$ cat src/rtl/cp_inserter.sv
// Cyclic-prefix inserter: buffers one OFDM symbol of N_FFT complex samples, then
// replays its last CP_LEN samples followed by the whole symbol, with valid/ready on both sides.
module cp_inserter #(
  parameter int N_FFT  = 64,
  parameter int CP_LEN = 16,
  parameter int DATA_W = 8
) (
  input  logic              clk,
  input  logic              rst,
  input  logic              in_valid,
  output logic              in_ready,
  input  logic [DATA_W-1:0] in_real,
  input  logic [DATA_W-1:0] in_imag,
  output logic              out_valid,
  input  logic              out_ready,
  output logic [DATA_W-1:0] out_real,
  output logic [DATA_W-1:0] out_imag,
  output logic              out_sos,
  output logic              out_cp,
  output logic              out_eos
);

  localparam int WR_W  = $clog2(N_FFT);
  localparam int CNT_W = $clog2(N_FFT + CP_LEN);

  localparam logic [0:0] ST_FILL = 1'b0;
  localparam logic [0:0] ST_EMIT = 1'b1;

  localparam logic [WR_W-1:0]  WR_LAST  = WR_W'(N_FFT - 1);
  localparam logic [WR_W-1:0]  CP_START = WR_W'(N_FFT - CP_LEN);
  localparam logic [CNT_W-1:0] CNT_LAST = CNT_W'(N_FFT + CP_LEN - 1);
  localparam logic [CNT_W-1:0] CNT_CP   = CNT_W'(CP_LEN);
  // With a one-sample prefix the first emitted sample is the one arriving on the final write.
  localparam bit FWD = (CP_LEN == 1);

  logic [0:0]          state;
  logic [WR_W-1:0]     wr_idx;
  logic [WR_W-1:0]     rd_idx;
  logic [CNT_W-1:0]    cnt;
  logic [2*DATA_W-1:0] mem [N_FFT];

  logic                in_fire;
  logic                last_in;
  logic                out_fire;
  logic                step_out;
  logic                last_out;
  logic [WR_W-1:0]     next_idx;
  logic [WR_W-1:0]     rd_addr;
  logic [CNT_W-1:0]    cnt_next;
  logic [2*DATA_W-1:0] ld_data;

  assign in_ready = (state == ST_FILL);
  assign in_fire  = in_valid & in_ready;
  assign last_in  = in_fire && (wr_idx == WR_LAST);
  assign out_fire = out_valid & out_ready;
  assign step_out = out_fire && (cnt != CNT_LAST);
  assign last_out = out_fire && (cnt == CNT_LAST);
  assign cnt_next = cnt + 1'b1;
  assign next_idx = (rd_idx == WR_LAST) ? '0 : rd_idx + 1'b1;
  assign rd_addr  = (state == ST_FILL) ? CP_START : next_idx;

  always_comb begin
    ld_data = mem[rd_addr];
    if (FWD && last_in) begin
      ld_data = {in_real, in_imag};
    end
  end

  always_ff @(posedge clk) begin
    if (in_fire) begin
      mem[wr_idx] <= {in_real, in_imag};
    end
  end

  always_ff @(posedge clk or negedge rst) begin
    if (!rst) begin
      state     <= ST_FILL;
      wr_idx    <= '0;
      rd_idx    <= '0;
      cnt       <= '0;
      out_valid <= 1'b0;
      out_sos   <= 1'b0;
      out_cp    <= 1'b0;
      out_eos   <= 1'b0;
      out_real  <= '0;
      out_imag  <= '0;
    end else begin
      if (in_fire) begin
        wr_idx <= last_in ? '0 : wr_idx + 1'b1;
      end

      if (last_in) begin
        state     <= ST_EMIT;
        cnt       <= '0;
        rd_idx    <= CP_START;
        out_valid <= 1'b1;
        out_sos   <= 1'b1;
        out_cp    <= 1'b1;
        out_eos   <= 1'b0;
        out_real  <= ld_data[2*DATA_W-1:DATA_W];
        out_imag  <= ld_data[DATA_W-1:0];
      end else if (step_out) begin
        cnt       <= cnt_next;
        rd_idx    <= next_idx;
        out_sos   <= 1'b0;
        out_cp    <= (cnt_next < CNT_CP);
        out_eos   <= (cnt_next == CNT_LAST);
        out_real  <= ld_data[2*DATA_W-1:DATA_W];
        out_imag  <= ld_data[DATA_W-1:0];
      end else if (last_out) begin
        state     <= ST_FILL;
        wr_idx    <= '0;
        out_valid <= 1'b0;
        out_sos   <= 1'b0;
        out_cp    <= 1'b0;
        out_eos   <= 1'b0;
      end
    end
  end

endmodule

$ cat config.mk
export PLATFORM = sky130hd
export DESIGN_NAME = cp_inserter
export DESIGN_NICKNAME = d
export VERILOG_FILES = /design/src/rtl/cp_inserter.sv
export SDC_FILE = /design/constraint.sdc
export NUM_CORES = 1
export LEC_CHECK = 0
export CAP_MARGIN = 20
export CORE_ASPECT_RATIO = 1.4
export CORE_UTILIZATION = 55
export DETAILED_ROUTE_END_ITERATION = 6
export PLACE_DENSITY = 0.71
export SYNTH_ARGS = -nofsm -noshare
export SYNTH_HDL_FRONTEND = slang
export SYNTH_SLANG_ARGS = --single-unit
$ cat constraint.sdc
create_clock -name clk -period 6.54 [get_ports clk]
set_input_delay 1.308 -clock clk [delete_from_list [all_inputs] [get_ports clk]]
set_output_delay 1.308 -clock clk [all_outputs]
set_load 0.02 [all_outputs]
==> run_results.csv, run 1 <==
group,metric,value,unit
run_status,run_status,"complete, no violations",
worst_setup_path,critPathRequiredTime,7.11,ns
yosys,synth_enable_flop_cells,1024,
grt,grt_overflow,0,
die,fp.dieArea,0.0782,mm2
worst_setup_path,critical_path_start,"rd_idx[1]",
power_and_ir_drop,netSwitchingPower,0.00544,W
cts,post_cts.repair.setup_buffers,0,
yosys,yosysUniqueCellTypes,74,
cts,hold_buffer_count_at_cts,0,
grt,grt_pass1_wl,166000,um
power_and_ir_drop,powerDensity,367,mW/mm2
finish,nets,2723,
cts,cts_tree,"yes",
cts,cts.repair.resized,0,
cts,clk_path_buf_depth,3,
timing,ratio_of_final_minimum_period_to_clock_period,70.5,%
yosys,syn_area,0.0424,mm2
timing,finalHoldViolations,0,
power_and_ir_drop,power_report.internal_total,0.0118,W
worst_setup_path,rr_startpoint,"rd_idx[1]",
routing,drc_errors,0,
worst_setup_path,worst_setup_path_end_kind,"register",
worst_setup_path,critPathLaunchType,"register",
worst_setup_path,timing.critical_path.arrival,5.19,ns
finish,antenna-diode-count,0,
timing,period_minus_slack,4.61,ns
power_and_ir_drop,clock_network_fraction_of_design_power,30.3,%
yosys,ys_seq_elements,1063,
die,boundaryPins,41,
cts,clock-root-buffer,"clkbuf_16",
yosys,synthesis.yosys.warnings,0,
worst_setup_path,cells_traversed_along_the_worst_timing_path,"ha_1, nand4_2, o21ai_4, buf_4, mux2i_1, a22oi_1, o2111a_1, or4_1, o211ai_1",
timing,achievable-frequency,217,MHz
yosys,ys_async_sr_fraction,3.67,%
cts,worst_setup_hold_path_clk_slew,0.07,ns
die,chipHeight,331,um
timing,finalMaxSlewViolations,0,
yosys,synth-seq-area-share,74.8,%
yosys,postSynth.topFlopCell,"edfxtp_1",
yosys,postSynthNetCount,2637,
worst_setup_path,critical_path_peak_fanout,27,
worst_setup_path,worstSetupPathType,"reg -> reg",
timing,slew_headroom,26.4,%
yosys,synth.avg_cell_area,16.2,um2
placement,port_buffers,40,
cts,h-tree-depth,3,
power_and_ir_drop,power_leakage,15.5,nW
timing,timing.setup.tns,0,ns
routing,via_count,25100,
cts,cts_buffers,93,
cts,clock_insertion_delay_worst_skew,0.66,ns
timing,grt_setup_unrepaired,"no",
placement,dp.cells,3580,
placement,post-dp-hpwl,67900,um
finish,finish.utilization,61.5,%
finish,finished_layout_cells,3743,
die,die_width,237,um
worst_setup_path,timing.rr.end,"out_imag[2]",
power_and_ir_drop,vdd_ir_drop_max,0.254,mV
routing,viasPerCell,6.71,
power_and_ir_drop,power_switching_share,31.5,%
worst_hold_path,hold_class,"reg -> reg",
grt,grt_start_max_net_pins,104,
grt,grt_use_total,29.6,%
worst_setup_path,ff2ff_setup_slack,1.93,ns
routing,route.final.wire_length,115000,um
routing,routedWlPerCell,30.7,um
grt,grt_pass1_vias,24700,
finish,stdcell_area,0.0470,mm2
routing,detailedRoute.firstIterationViolations,3476,
timing,setup_viol,0,
die,core,0.0764,mm2
power_and_ir_drop,power.share.sequential,44.3,%
finish,syn2layout_area_growth,10.8,%
die,num_rows,120,
finish,final.fill_count,5288,
timing,worst_hold_slack,0.510,ns
die,initial_util,55.5,%
job,max_cap_viol_count,0,
routing,final_antenna_net_count,0,
worst_setup_path,r2r.worst_path.cells,9,
timing,fin_skew,0.0277,ns
grt,antenna_violations_before_repair,1,
timing,max_slew.worst_pin.slew,1.08,ns
routing,drt-pass1-iter-count,7,
placement,place_congestion,0.966,
yosys,synthCells,2613,
worst_setup_path,worst_setup_path_endpoint,"out_imag[2]",
finish,drive_above_1_share,14.1,%
worst_setup_path,slowest_delay,0.86,ns
worst_setup_path,worst_path_max_delay_cell,"o21ai_4",
cts,numClockSinks,1063,
power_and_ir_drop,share_comb_of_total_power,25.3,%
placement,postPlaceCellArea,0.0442,mm2
==> metrics by stage <==
stage	total power, W	worst slack (ns)
3_3_place_gp	0.0120	2.20
6_report	0.0173	1.93
5_1_grt	0.0177	1.83
3_5_place_dp	0.0120	2.13
2_1_floorplan	0.0103	3.35
4_1_cts	0.0172	2.13
==> worst max-delay path, delay by kind of cell, from the launching register on <==
family          cells  cell delay (ns)
compound gates      4             1.51
simple gates        2             1.37
fa+ha+maj           1             0.49
buf+inv             1             0.48
flops               1             0.39
mux                 1             0.26
==> state kept, by name (all words and copies together), names as in the netlist <==
signal and count:
mem 1024, out_imag 8, out_real 8, cnt 7, rd_idx 6, wr_idx 6, out_cp 1, out_eos 1
out_sos 1, state 1
==> power groups by stage <==
| stage | clock, W | sequential (W) | combinational (W) |
|---|---|---|---|
| after CTS | 0.00527 | 0.00765 | 0.00428 |
| after global placement | 0 | 0.00779 | 0.00423 |
| after detailed placement | 0 | 0.00779 | 0.00425 |
| final | 0.00524 | 0.00766 | 0.00437 |
| after floorplan | 0 | 0.00777 | 0.00253 |
| after global routing | 0.00551 | 0.00765 | 0.00453 |
==> metal layers <==
metal	vias to the layer above	global-route usage (%)	wire length, um
met3	317	5.33	11500
met1	12700	37.8	41300
met2	1604	48.6	55700
met4	0	15.7	6480
li1	10500	-	-
met5	-	0	0
==> synthesized netlist by cell type, types with 39 or more instances <==
cell type,n,area share (%)
mux2i_1,140,3.3
nor2_1,122,1.1
dfrtp_1,39,2.3
edfxtp_1,1024,73
mux4_2,71,3.8
a21oi_1,79,0.93
o211ai_1,57,1.0
nand2_1,272,2.4
o21ai_0,61,0.72
nand3_1,76,0.90
clkbuf_1,86,0.76
buf_2,55,0.65
==> cell type report <==
cell class                      count  area [um2]  share of cell area, %
Clock inverter                     48         324                  0.690
Multi-Input combinational cell   1372        9890                   21.1
Tap cell                          976        1220                   2.60
Clock buffer                      115        2510                   5.35
Timing Repair Buffer              163        1290                   2.74
Inverter                            6        22.5                 0.0479
Sequential cell                  1063       31700                   67.5
==> cell families after synthesis <==
logic type	count (synthesis)	share of synthesized area (%)
adder cells (fa/ha/maj)	4	0.118
AND/OR/NAND/NOR	654	7.08
AO/OA/AOI/OAI	461	7.82
XOR/XNOR	12	0.266
multiplexers	241	7.87
buffers and inverters	178	2.02
flip-flops	1063	74.8
==> how the worst min path moves through the flow <==
stage | start | to | slack, ns | depth (start not counted)
final | out_sos | out_sos | 0.51 | 2
after global placement | out_sos | out_sos | 0.49 | 2
after detailed placement | out_sos | out_sos | 0.51 | 2
after global routing | out_sos | out_sos | 0.55 | 2
after CTS | out_sos | out_sos | 0.53 | 2
after floorplan | rd_idx[1] | rd_idx[1] | 0.49 | 1
==> placed cells by master, fill, tap and decap left out, drive strengths merged, types with 39 or more instances in the layout <==
cell / synthesis / final
a21oi: 80 / 80
clkinv: 1 / 40
edfxtp: 1024 / 1024
dfrtp: 39 / 39
o211ai: 57 / 57
o21ai: 64 / 64
clkbuf: 86 / 115
buf: 86 / 140
nand2: 272 / 272
mux2i: 140 / 140
nand3: 76 / 76
mux4: 71 / 71
nor2: 124 / 124
Power figures use the tool's default switching activity.
==> run 2: changes to the inputs <==
- clock period: 6.54 -> 4.25 ns (I/O delays scaled with it)
==> run_results.csv, run 2 (same netlist as run 1, synthesis figures left out) <==
group,metric,value,unit
finish,final.fill_count,5282,
power_and_ir_drop,power_report.internal_total,0.0189,W
power_and_ir_drop,vdd_ir_drop_max,0.475,mV
grt,grt_pass1_vias,24700,
run_status,run_status,"complete, no violations",
grt,global_route.usage.met1,39.4,%
placement,post-dp-hpwl,72800,um
finish,syn2layout_area_growth,12.6,%
die,chipHeight,331,um
finish,nets,2768,
die,die_width,237,um
placement,place_congestion,0.958,
worst_setup_path,critical_path_peak_fanout,62,
routing,route.final.wire_length,116000,um
finish,antenna-diode-count,0,
cts,cts_tree,"yes",
finish,mostFrequentLayoutCells,"edfxtp_1, nand2_1, buf_4",
routing,drt-pass1-iter-count,6,
grt,grt.met3_usage,5.10,%
power_and_ir_drop,power_leakage,15.9,nW
grt,grt_overflow,0,
finish,largest_reg_flops,1024,
grt,grt_most_used_layer,"met2",
power_and_ir_drop,clock_network_fraction_of_design_power,31.8,%
die,initial_util,55.5,%
timing,fin_skew,0.0274,ns
cts,clk_path_buf_depth,3,
cts,numClockSinks,1063,
timing,slew_headroom,24.0,%
finish,largest_register,"mem",
timing,finalHoldViolations,0,
timing,ratio_of_final_minimum_period_to_clock_period,92.6,%
placement,port_buffers,40,
power_and_ir_drop,powerDensity,574,mW/mm2
cts,h-tree-depth,3,
cts,worst_setup_hold_path_clk_slew,0.07,ns
worst_setup_path,worstSetupPathType,"reg -> reg",
timing,achievable-frequency,254,MHz
routing,routedWlPerCell,30.6,um
power_and_ir_drop,power.share.sequential,42.9,%
timing,timing.setup.tns,0,ns
die,core,0.0764,mm2
finish,finish.utilization,62.5,%
power_and_ir_drop,power_switching_share,31.1,%
finish,largest_registers,"mem (1024), out_imag (8), out_real (8)",
finish,finished_layout_cells,3800,
worst_hold_path,hold_class,"reg -> reg",
cts,clock-root-buffer,"clkbuf_16",
worst_setup_path,timing.critical_path.arrival,4.43,ns
cts,clock_insertion_delay_worst_skew,0.67,ns
die,num_rows,120,
cts,cts_buffers,95,
cts,post_cts.repair.setup_buffers,0,
timing,finalMaxSlewViolations,0,
finish,leading_cell_type_in_the_layout_fill_and_taps_excluded,"edfxtp_1",
routing,drc_errors,0,
routing,final_antenna_net_count,0,
placement,dp.cells,3621,
die,boundaryPins,41,
grt,grt_met2_use,48.6,%
worst_setup_path,worst_setup_path_end_kind,"register",
power_and_ir_drop,netSwitchingPower,0.00853,W
routing,detailedRoute.firstIterationViolations,3516,
timing,period_minus_slack,3.94,ns
grt,grt_use_total,29.9,%
grt,grt_start_max_net_pins,75,
timing,setup_viol,0,
worst_setup_path,critPathLaunchType,"register",
job,max_cap_viol_count,0,
grt,antenna_violations_before_repair,9,
routing,via_count,25400,
timing,grt_setup_unrepaired,"no",
routing,viasPerCell,6.68,
grt,grt_pass1_wl,168000,um
finish,drive_above_1_share,15.7,%
worst_setup_path,critPathRequiredTime,4.74,ns
timing,max_slew.worst_pin.slew,1.14,ns
die,fp.dieArea,0.0782,mm2
power_and_ir_drop,share_comb_of_total_power,25.3,%
-- run 2: cell count changes in the layout (fill, tap and decap cells not counted), moves of 2 or more --
cell	delta
buf_4	+31
clkinv_4	+3
clkinv_2	-2
bufinv_16	+7
nor2_2	-3
nor2_1	+3
clkbuf_1	+2
clkinvlp_4	+2
clkinv_8	+3
clkinv_1	-2
buf_12	+11
-- run 2: power by group through the flow --
stage / combinational, W / sequential [W] / clock [W]
2_1_floorplan: 0.00389 / 0.0120 / 0
3_3_place_gp: 0.00667 / 0.0120 / 0
3_5_place_dp: 0.00673 / 0.0120 / 0
4_1_cts: 0.00678 / 0.0118 / 0.00879
5_1_grt: 0.00717 / 0.0118 / 0.00913
6_report: 0.00693 / 0.0118 / 0.00872
-- run 2: timing repair --
item                                   4_1_cts  5_1_grt
resized for setup                            0        0
hold buffers                                 0        1
endpoints found under the hold margin        0        3
-- run 2: critical path: stages (launching register included) --
cell	delay, ns
dfrtp_2	0.48
ha_1	0.23
buf_4	0.18
xor2_4	0.22
buf_12	0.28
nor2_4	0.59
buf_4	0.39
a221o_1	0.22
a311oi_1	0.06
o31ai_1	0.91
nand3_1	0.16
-- run 2: path summary, 6_finish.rpt --
| check | startpoint | end | slack [ns] | cells after the start |
|---|---|---|---|---|
| min in group asynchronous | rst | out_real[6] | 0.55 | 2 |
| worst max-delay path | rd_idx[0] | out_real[2] | 0.31 | 10 |
| max in group asynchronous | rst | rd_idx[0] | 3.17 | 3 |
| worst min-delay path | out_cp | out_cp | 0.51 | 2 |
| worst max register to register | rd_idx[0] | out_real[2] | 0.31 | 10 |
| worst min register to register | out_cp | out_cp | 0.51 | 2 |
-- run 2: per-layer routing --
layer	wire length, um	vias up
met5	46	-
met4	5650	6
met3	11800	255
met2	56900	1554
met1	41900	13000
li1	-	10600
-- run 2: final cells by class --
class                      count  area [um2]  area share (%)
sequential                  1063       31700            66.4
multi-input combinational   1372        9890            20.7
clock buffer                 117        2520            5.28
timing repair buffer         206        1750            3.67
tap                          976        1220            2.56
clock inverter                60         627            1.31
inverter                       6        22.5          0.0472
-- run 2: stage by stage --
step / cell area (um2) / total power, W / setup slack (ns) / hold slack (ns)
2_1_floorplan: 42400 / 0.0159 / 1.33 / 0.492
3_3_place_gp: 44600 / 0.0187 / 0.456 / 0.485
3_5_place_dp: 44600 / 0.0187 / 0.425 / 0.491
4_1_cts: 47700 / 0.0273 / 0.413 / 0.386
5_1_grt: 47800 / 0.0281 / 0.222 / 0.543
6_report: 47800 / 0.0274 / 0.312 / 0.512
